### src/rtl/bus_arbiter.sv
`default_nettype none
// ============================================================================
//  Module   : bus_arbiter
//  Purpose  : Two-master / one-slave round-robin arbiter for the accumulator
//             core memory bus. Master side: valid/ready. Slave side: req/ack.
//             All outputs are registered.
//  Options  : BUS_ARB_TIMEOUT_EN - builds a WAIT watchdog that aborts a slave
//             transfer after TIMEOUT cycles and reports err to the master.
//  Revision : 1.0 - initial release
// ============================================================================
module bus_arbiter #(
  parameter int AW      = 8,
  parameter int DW      = 32,
  parameter int TIMEOUT = 15
) (
  input  logic          CLK,
  input  logic          RSTN,
  input  logic          m0_valid,
  input  logic          m0_we,
  input  logic [AW-1:0] m0_addr,
  input  logic [DW-1:0] m0_wdata,
  output logic          m0_ready,
  output logic [DW-1:0] m0_rdata,
  output logic          m0_err,
  input  logic          m1_valid,
  input  logic          m1_we,
  input  logic [AW-1:0] m1_addr,
  input  logic [DW-1:0] m1_wdata,
  output logic          m1_ready,
  output logic [DW-1:0] m1_rdata,
  output logic          m1_err,
  output logic          s_req,
  output logic          s_we,
  output logic [AW-1:0] s_addr,
  output logic [DW-1:0] s_wdata,
  input  logic          s_ack,
  input  logic [DW-1:0] s_rdata,
  output logic          grant
);

  typedef enum logic [1:0] {
    ST_IDLE = 2'd0,
    ST_WAIT = 2'd1,
    ST_RESP = 2'd2
  } state_t;

  state_t        state_q, state_d;
  logic          pri_q, pri_d;
  logic          grant_q, grant_d;
  logic          s_req_q, s_req_d;
  logic          s_we_q, s_we_d;
  logic [AW-1:0] s_addr_q, s_addr_d;
  logic [DW-1:0] s_wdata_q, s_wdata_d;
  logic          m0_ready_q, m0_ready_d;
  logic          m1_ready_q, m1_ready_d;
  logic [DW-1:0] m0_rdata_q, m0_rdata_d;
  logic [DW-1:0] m1_rdata_q, m1_rdata_d;

  // Combinational helpers: winning master in IDLE, completion of the slave leg
  logic          sel;
  logic          fire;
  logic [DW-1:0] fire_rdata;

`ifdef BUS_ARB_TIMEOUT_EN
  // Last counter value before abort; an ack on that same edge still wins
  localparam logic [7:0] TMO_LAST = 8'(TIMEOUT - 1);
  logic [7:0] cnt_q, cnt_d;
  logic       fire_err;
  logic       m0_err_q, m0_err_d;
  logic       m1_err_q, m1_err_d;
`endif

  // Next-state, arbitration and response formation
  always_comb begin
    state_d    = state_q;
    pri_d      = pri_q;
    grant_d    = grant_q;
    s_req_d    = s_req_q;
    s_we_d     = s_we_q;
    s_addr_d   = s_addr_q;
    s_wdata_d  = s_wdata_q;
    m0_ready_d = 1'b0;
    m1_ready_d = 1'b0;
    m0_rdata_d = '0;
    m1_rdata_d = '0;
    sel        = 1'b0;
    fire       = 1'b0;
    fire_rdata = '0;
`ifdef BUS_ARB_TIMEOUT_EN
    cnt_d      = cnt_q;
    fire_err   = 1'b0;
    m0_err_d   = 1'b0;
    m1_err_d   = 1'b0;
`endif
    unique case (state_q)
      ST_IDLE: begin
        if (m0_valid || m1_valid) begin
          // Both requesting: the round-robin pointer decides
          sel       = (m0_valid && m1_valid) ? pri_q : m1_valid;
          grant_d   = sel;
          s_req_d   = 1'b1;
          s_we_d    = sel ? m1_we    : m0_we;
          s_addr_d  = sel ? m1_addr  : m0_addr;
          s_wdata_d = sel ? m1_wdata : m0_wdata;
          state_d   = ST_WAIT;
`ifdef BUS_ARB_TIMEOUT_EN
          cnt_d     = '0;
`endif
        end
      end
      ST_WAIT: begin
        if (s_ack) begin
          fire       = 1'b1;
          fire_rdata = s_we_q ? '0 : s_rdata;
        end
`ifdef BUS_ARB_TIMEOUT_EN
        else if (cnt_q == TMO_LAST) begin
          fire     = 1'b1;
          fire_err = 1'b1;
        end else begin
          cnt_d = cnt_q + 8'd1;
        end
`endif
      end
      ST_RESP: begin
        pri_d   = ~grant_q;
        grant_d = 1'b0;
        state_d = ST_IDLE;
      end
      default: state_d = ST_IDLE;
    endcase

    // Slave leg finished (ack or abort): release the slave, answer the owner
    if (fire) begin
      s_req_d = 1'b0;
      state_d = ST_RESP;
      if (grant_q) begin
        m1_ready_d = 1'b1;
        m1_rdata_d = fire_rdata;
      end else begin
        m0_ready_d = 1'b1;
        m0_rdata_d = fire_rdata;
      end
`ifdef BUS_ARB_TIMEOUT_EN
      m0_err_d = ~grant_q & fire_err;
      m1_err_d =  grant_q & fire_err;
`endif
    end
  end

  // State and output registers, asynchronously cleared
  always_ff @(posedge CLK or negedge RSTN) begin
    if (!RSTN) begin
      state_q    <= ST_IDLE;
      pri_q      <= 1'b0;
      grant_q    <= 1'b0;
      s_req_q    <= 1'b0;
      s_we_q     <= 1'b0;
      s_addr_q   <= '0;
      s_wdata_q  <= '0;
      m0_ready_q <= 1'b0;
      m1_ready_q <= 1'b0;
      m0_rdata_q <= '0;
      m1_rdata_q <= '0;
`ifdef BUS_ARB_TIMEOUT_EN
      cnt_q      <= '0;
      m0_err_q   <= 1'b0;
      m1_err_q   <= 1'b0;
`endif
    end else begin
      state_q    <= state_d;
      pri_q      <= pri_d;
      grant_q    <= grant_d;
      s_req_q    <= s_req_d;
      s_we_q     <= s_we_d;
      s_addr_q   <= s_addr_d;
      s_wdata_q  <= s_wdata_d;
      m0_ready_q <= m0_ready_d;
      m1_ready_q <= m1_ready_d;
      m0_rdata_q <= m0_rdata_d;
      m1_rdata_q <= m1_rdata_d;
`ifdef BUS_ARB_TIMEOUT_EN
      cnt_q      <= cnt_d;
      m0_err_q   <= m0_err_d;
      m1_err_q   <= m1_err_d;
`endif
    end
  end

  assign grant    = grant_q;
  assign s_req    = s_req_q;
  assign s_we     = s_we_q;
  assign s_addr   = s_addr_q;
  assign s_wdata  = s_wdata_q;
  assign m0_ready = m0_ready_q;
  assign m1_ready = m1_ready_q;
  assign m0_rdata = m0_rdata_q;
  assign m1_rdata = m1_rdata_q;

`ifdef BUS_ARB_TIMEOUT_EN
  assign m0_err = m0_err_q;
  assign m1_err = m1_err_q;
`else
  // Without the watchdog a transfer can never abort
  logic [7:0] unused_timeout;
  assign unused_timeout = TIMEOUT[7:0];
  assign m0_err = 1'b0;
  assign m1_err = 1'b0;
`endif

endmodule
`default_nettype wire

### config.mk
export PLATFORM = sky130hd
export DESIGN_NAME = bus_arbiter
export DESIGN_NICKNAME = d
export VERILOG_FILES = /design/src/rtl/bus_arbiter.sv
export SDC_FILE = /design/constraint.sdc
export NUM_CORES = 1
export LEC_CHECK = 0
export BUFFER_PORTS_ARGS = -buffer_cell sky130_fd_sc_hd__buf_2
export CORE_MARGIN = 3
export CORE_UTILIZATION = 46
export CTS_CLUSTER_DIAMETER = 120
export DETAILED_ROUTE_END_ITERATION = 6
export GPL_TIMING_DRIVEN = 0
export PLACE_DENSITY = 0.8
export SYNTH_ARGS = -nofsm -noshare
export SYNTH_HDL_FRONTEND = slang
export SYNTH_SLANG_ARGS = --single-unit
### constraint.sdc
create_clock -name CLK -period 1.55 [get_ports CLK]
set_input_delay 0.2325 -clock CLK [delete_from_list [all_inputs] [get_ports CLK]]
set_output_delay 0.2325 -clock CLK [all_outputs]
set_load 0.01 [all_outputs]
==> impl_metrics.json <==
{
  "slew_violations": 0,
  "slew_headroom_pct": 64.2,
  "design_area_um2": 6250,
  "areaGrowthSynthToFinish_pct": 33.8,
  "wl_per_cell_um": 15.5,
  "nNetsFinal": 762,
  "ys_seq_area_share_pct": 60.0,
  "wl_mm": 12.1,
  "first_global_vias": 3822,
  "post_drt_via_cell_ratio": 5.08,
  "timing.fmax_mhz": 672,
  "cts_sinks": 112,
  "num_vias": 3966,
  "yosysWarnings": 0,
  "io_pins": 230,
  "cts_tree": "yes",
  "reg2reg_to": "m1_rdata[15]",
  "crit_path_start_kind": "flip-flop",
  "p_leak_nw": 3.19,
  "cp_cell_sequence": "nand3b_1, buf_4, nor3b_4, clkbuf_4, and2_1",
  "final_cells": 780,
  "dr.pass1.iters": 4,
  "max_stage_delay_ps": 440,
  "chipHeight_um": 107,
  "netlist.area_leader.share_pct": 60.0,
  "yosysUniqueCellTypes": 24,
  "tns_ps": 0,
  "fillCellCount": 802,
  "path_class": "reg -> reg",
  "required_ps": 1850,
  "syn_inst": 402,
  "power_mw": 9.47,
  "insertion_delay_ps": 360,
  "grtUsageTotal_pct": 20.8,
  "dpl_cell_area_um2": 6000,
  "start_util_pct": 47.6,
  "grt_pass1_wl_mm": 18.7,
  "htree_levels": 3,
  "min_to": "m0_rdata[14]",
  "final_util_pct": 63.6,
  "synth_top_area_cell": "dfrtp_1",
  "worst_slew_pin_slew_ps": 537,
  "min_path_type": "in -> reg",
  "power_density_nw_per_um2": 1510,
  "min_period_over_period_pct": 96.0,
  "antenna_found_initial": 0,
  "worstPathArrival_ps": 1790,
  "clkTransAtPathRegs_ps": 100,
  "crit_fanout": 10,
  "finalCriticalPeriod_ps": 1490,
  "synth_area_um2": 4670,
  "grt_overflow_total": 0,
  "drc_errors": 0,
  "cp_slowest_cell": "dfrtp_1",
  "cts_buffer_depth": 2,
  "num_rows": 36,
  "dr.first_iter.drc_count": 192,
  "die_w_um": 107,
  "maxCapViolCount": 0,
  "regToRegStartpoint": "state_q[1]",
  "setup_viol": 0,
  "avgSynthCellArea_um2": 11.6,
  "root_buffer": "clkbuf_8",
  "hold_viol": 0,
  "hold_path_depth": 2,
  "synthTopCellsByArea": "dfrtp_1 (60%), a31oi_2 (11%), and2_1 (8.7%)",
  "dp_cells": 763,
  "grt_setup_unrepaired": "yes",
  "dp_hpwl_mm": 9.26,
  "cts_inserted_buffers": 9,
  "dieArea_um2": 11400,
  "drive_gt1_share_pct": 48.5,
  "hold-worst-slack_ps": 76.4,
  "cp-end-kind": "flip-flop",
  "setup_ws_ps": 61.3,
  "ant_nets": 0,
  "dp_slack_ps": -129,
  "worst_clock_skew_ps": 7.96,
  "hp-start": "s_rdata[14]",
  "ir_drop_v": 0.000818,
  "ys_ff_latch": 112,
  "coreArea_um2": 9820,
  "reg2regPathDepth": 5,
  "r2r_slack_ps": 60,
  "antennaDiodeCount": 0,
  "gp_congestion": 0.845,
  "port_buffers": 226,
  "grt_max_degree": 74,
  "status": "finished clean"
}
==> power by group <==
part           total [mW]  internal [mW]  switching [mW]
logic                3.67           1.60            2.08
clock network        1.69          0.744           0.950
registers            4.10           3.65           0.452
total                9.47           5.99            3.48
==> cell families (layout without fill, tap and decap cells) <==
| family | count (synthesis) | after routing | share of synthesized area (%) |
|---|---|---|---|
| DFF | 112 | 112 | 60.0 |
| other | 1 | 2 | 0.0803 |
| and+or+nand+nor | 120 | 120 | 15.0 |
| buffers and inverters | 42 | 286 | 4.74 |
| AOI/OAI and AO/OA | 127 | 127 | 20.2 |
==> registers in the layout, summed over array words and instances, names as in the netlist <==
signal	flops
grant	1
m0_rdata	32
m0_ready	1
m1_rdata	32
m1_ready	1
pri_q	1
s_addr	8
s_req	1
s_wdata	32
s_we	1
state_q	2
==> worst max path at each step <==
| stage | startpoint | end | slack [ps] |
|---|---|---|---|
| final | state_q[1] | m1_rdata[15] | 60 |
| after global routing | state_q[1] | m1_rdata[28] | -20 |
| after CTS | state_q[1] | m1_rdata[15] | -10 |
| after detailed placement | state_q[1] | s_addr[1] | -130 |
| after global placement | RSTN | s_wdata[11] | -930 |
| after floorplan | state_q[1] | s_addr[0] | 240 |
==> area by class of cell <==
class	count	area [µm²]	share of cell area, %
repair buffers	230	1190	19.0
well taps	133	166	2.66
clock inverters	5	57.6	0.921
flip-flops and latches	112	2800	44.8
multi-input cells	249	1670	26.7
plain buffers	39	230	3.68
inverters	2	7.51	0.120
clock buffers	10	128	2.04
==> critical path, delay by kind of cell, from the launching register on <==
| kind | cells | cell delay, ps |
|---|---|---|
| and+or+nand+nor | 3 | 570 |
| DFF | 1 | 440 |
| buffers and inverters | 2 | 410 |
==> Yosys cell counts <==
library cell / instances
or2_1: 1
buf_4: 2
clkbuf_1: 28
nand2b_1: 2
conb_1: 1
a21o_1: 2
nor2_1: 3
nor2b_1: 1
a31oi_1: 1
and2_1: 65
dfrtp_1: 112
nor3b_2: 1
inv_2: 2
and2_4: 1
nand3b_1: 1
a31oi_2: 40
buf_6: 7
o21ai_0: 42
nor3_2: 1
buf_2: 3
a21oi_1: 41
o21ai_1: 1
nand2_1: 2
nand3_1: 42
==> timing repair <==
| action | 4_1_cts | 5_1_grt |
|---|---|---|
| setup endpoints to repair | 101 | 100 |
| endpoints found under the hold margin | 39 | 0 |
| hold buffers | 1 | 0 |
| setup buffers | 1 | 1 |
| gates resized for setup | 10 | 15 |
| pin swaps | 1 | 0 |
| gates cloned | 0 | 0 |
==> layout by cell type (no fill, tap or decap), drive strengths merged, types with 2 or more instances in the layout <==
cell type,instances
nor2,3
a31oi,41
a21oi,41
nand2b,2
nand2,2
a21o,2
conb,2
buf,241
inv,3
and2,66
o21ai,43
nand3,42
dfrtp,112
clkbuf,37
clkinv,3
==> per-layer routing <==
| metal | share of wire, % | global-route usage, % | routed length, µm | up-vias |
|---|---|---|---|---|
| met1 | 40 | 25.6 | 4810 | 1892 |
| met4 | 1.8 | 7.76 | 218 | 0 |
| met3 | 8.9 | 5.00 | 1080 | 16 |
| met5 | 0 | 0 | 0 | - |
| li1 | - | - | - | 1865 |
| met2 | 50 | 35.5 | 6000 | 193 |
Power figures use the tool's default switching activity.
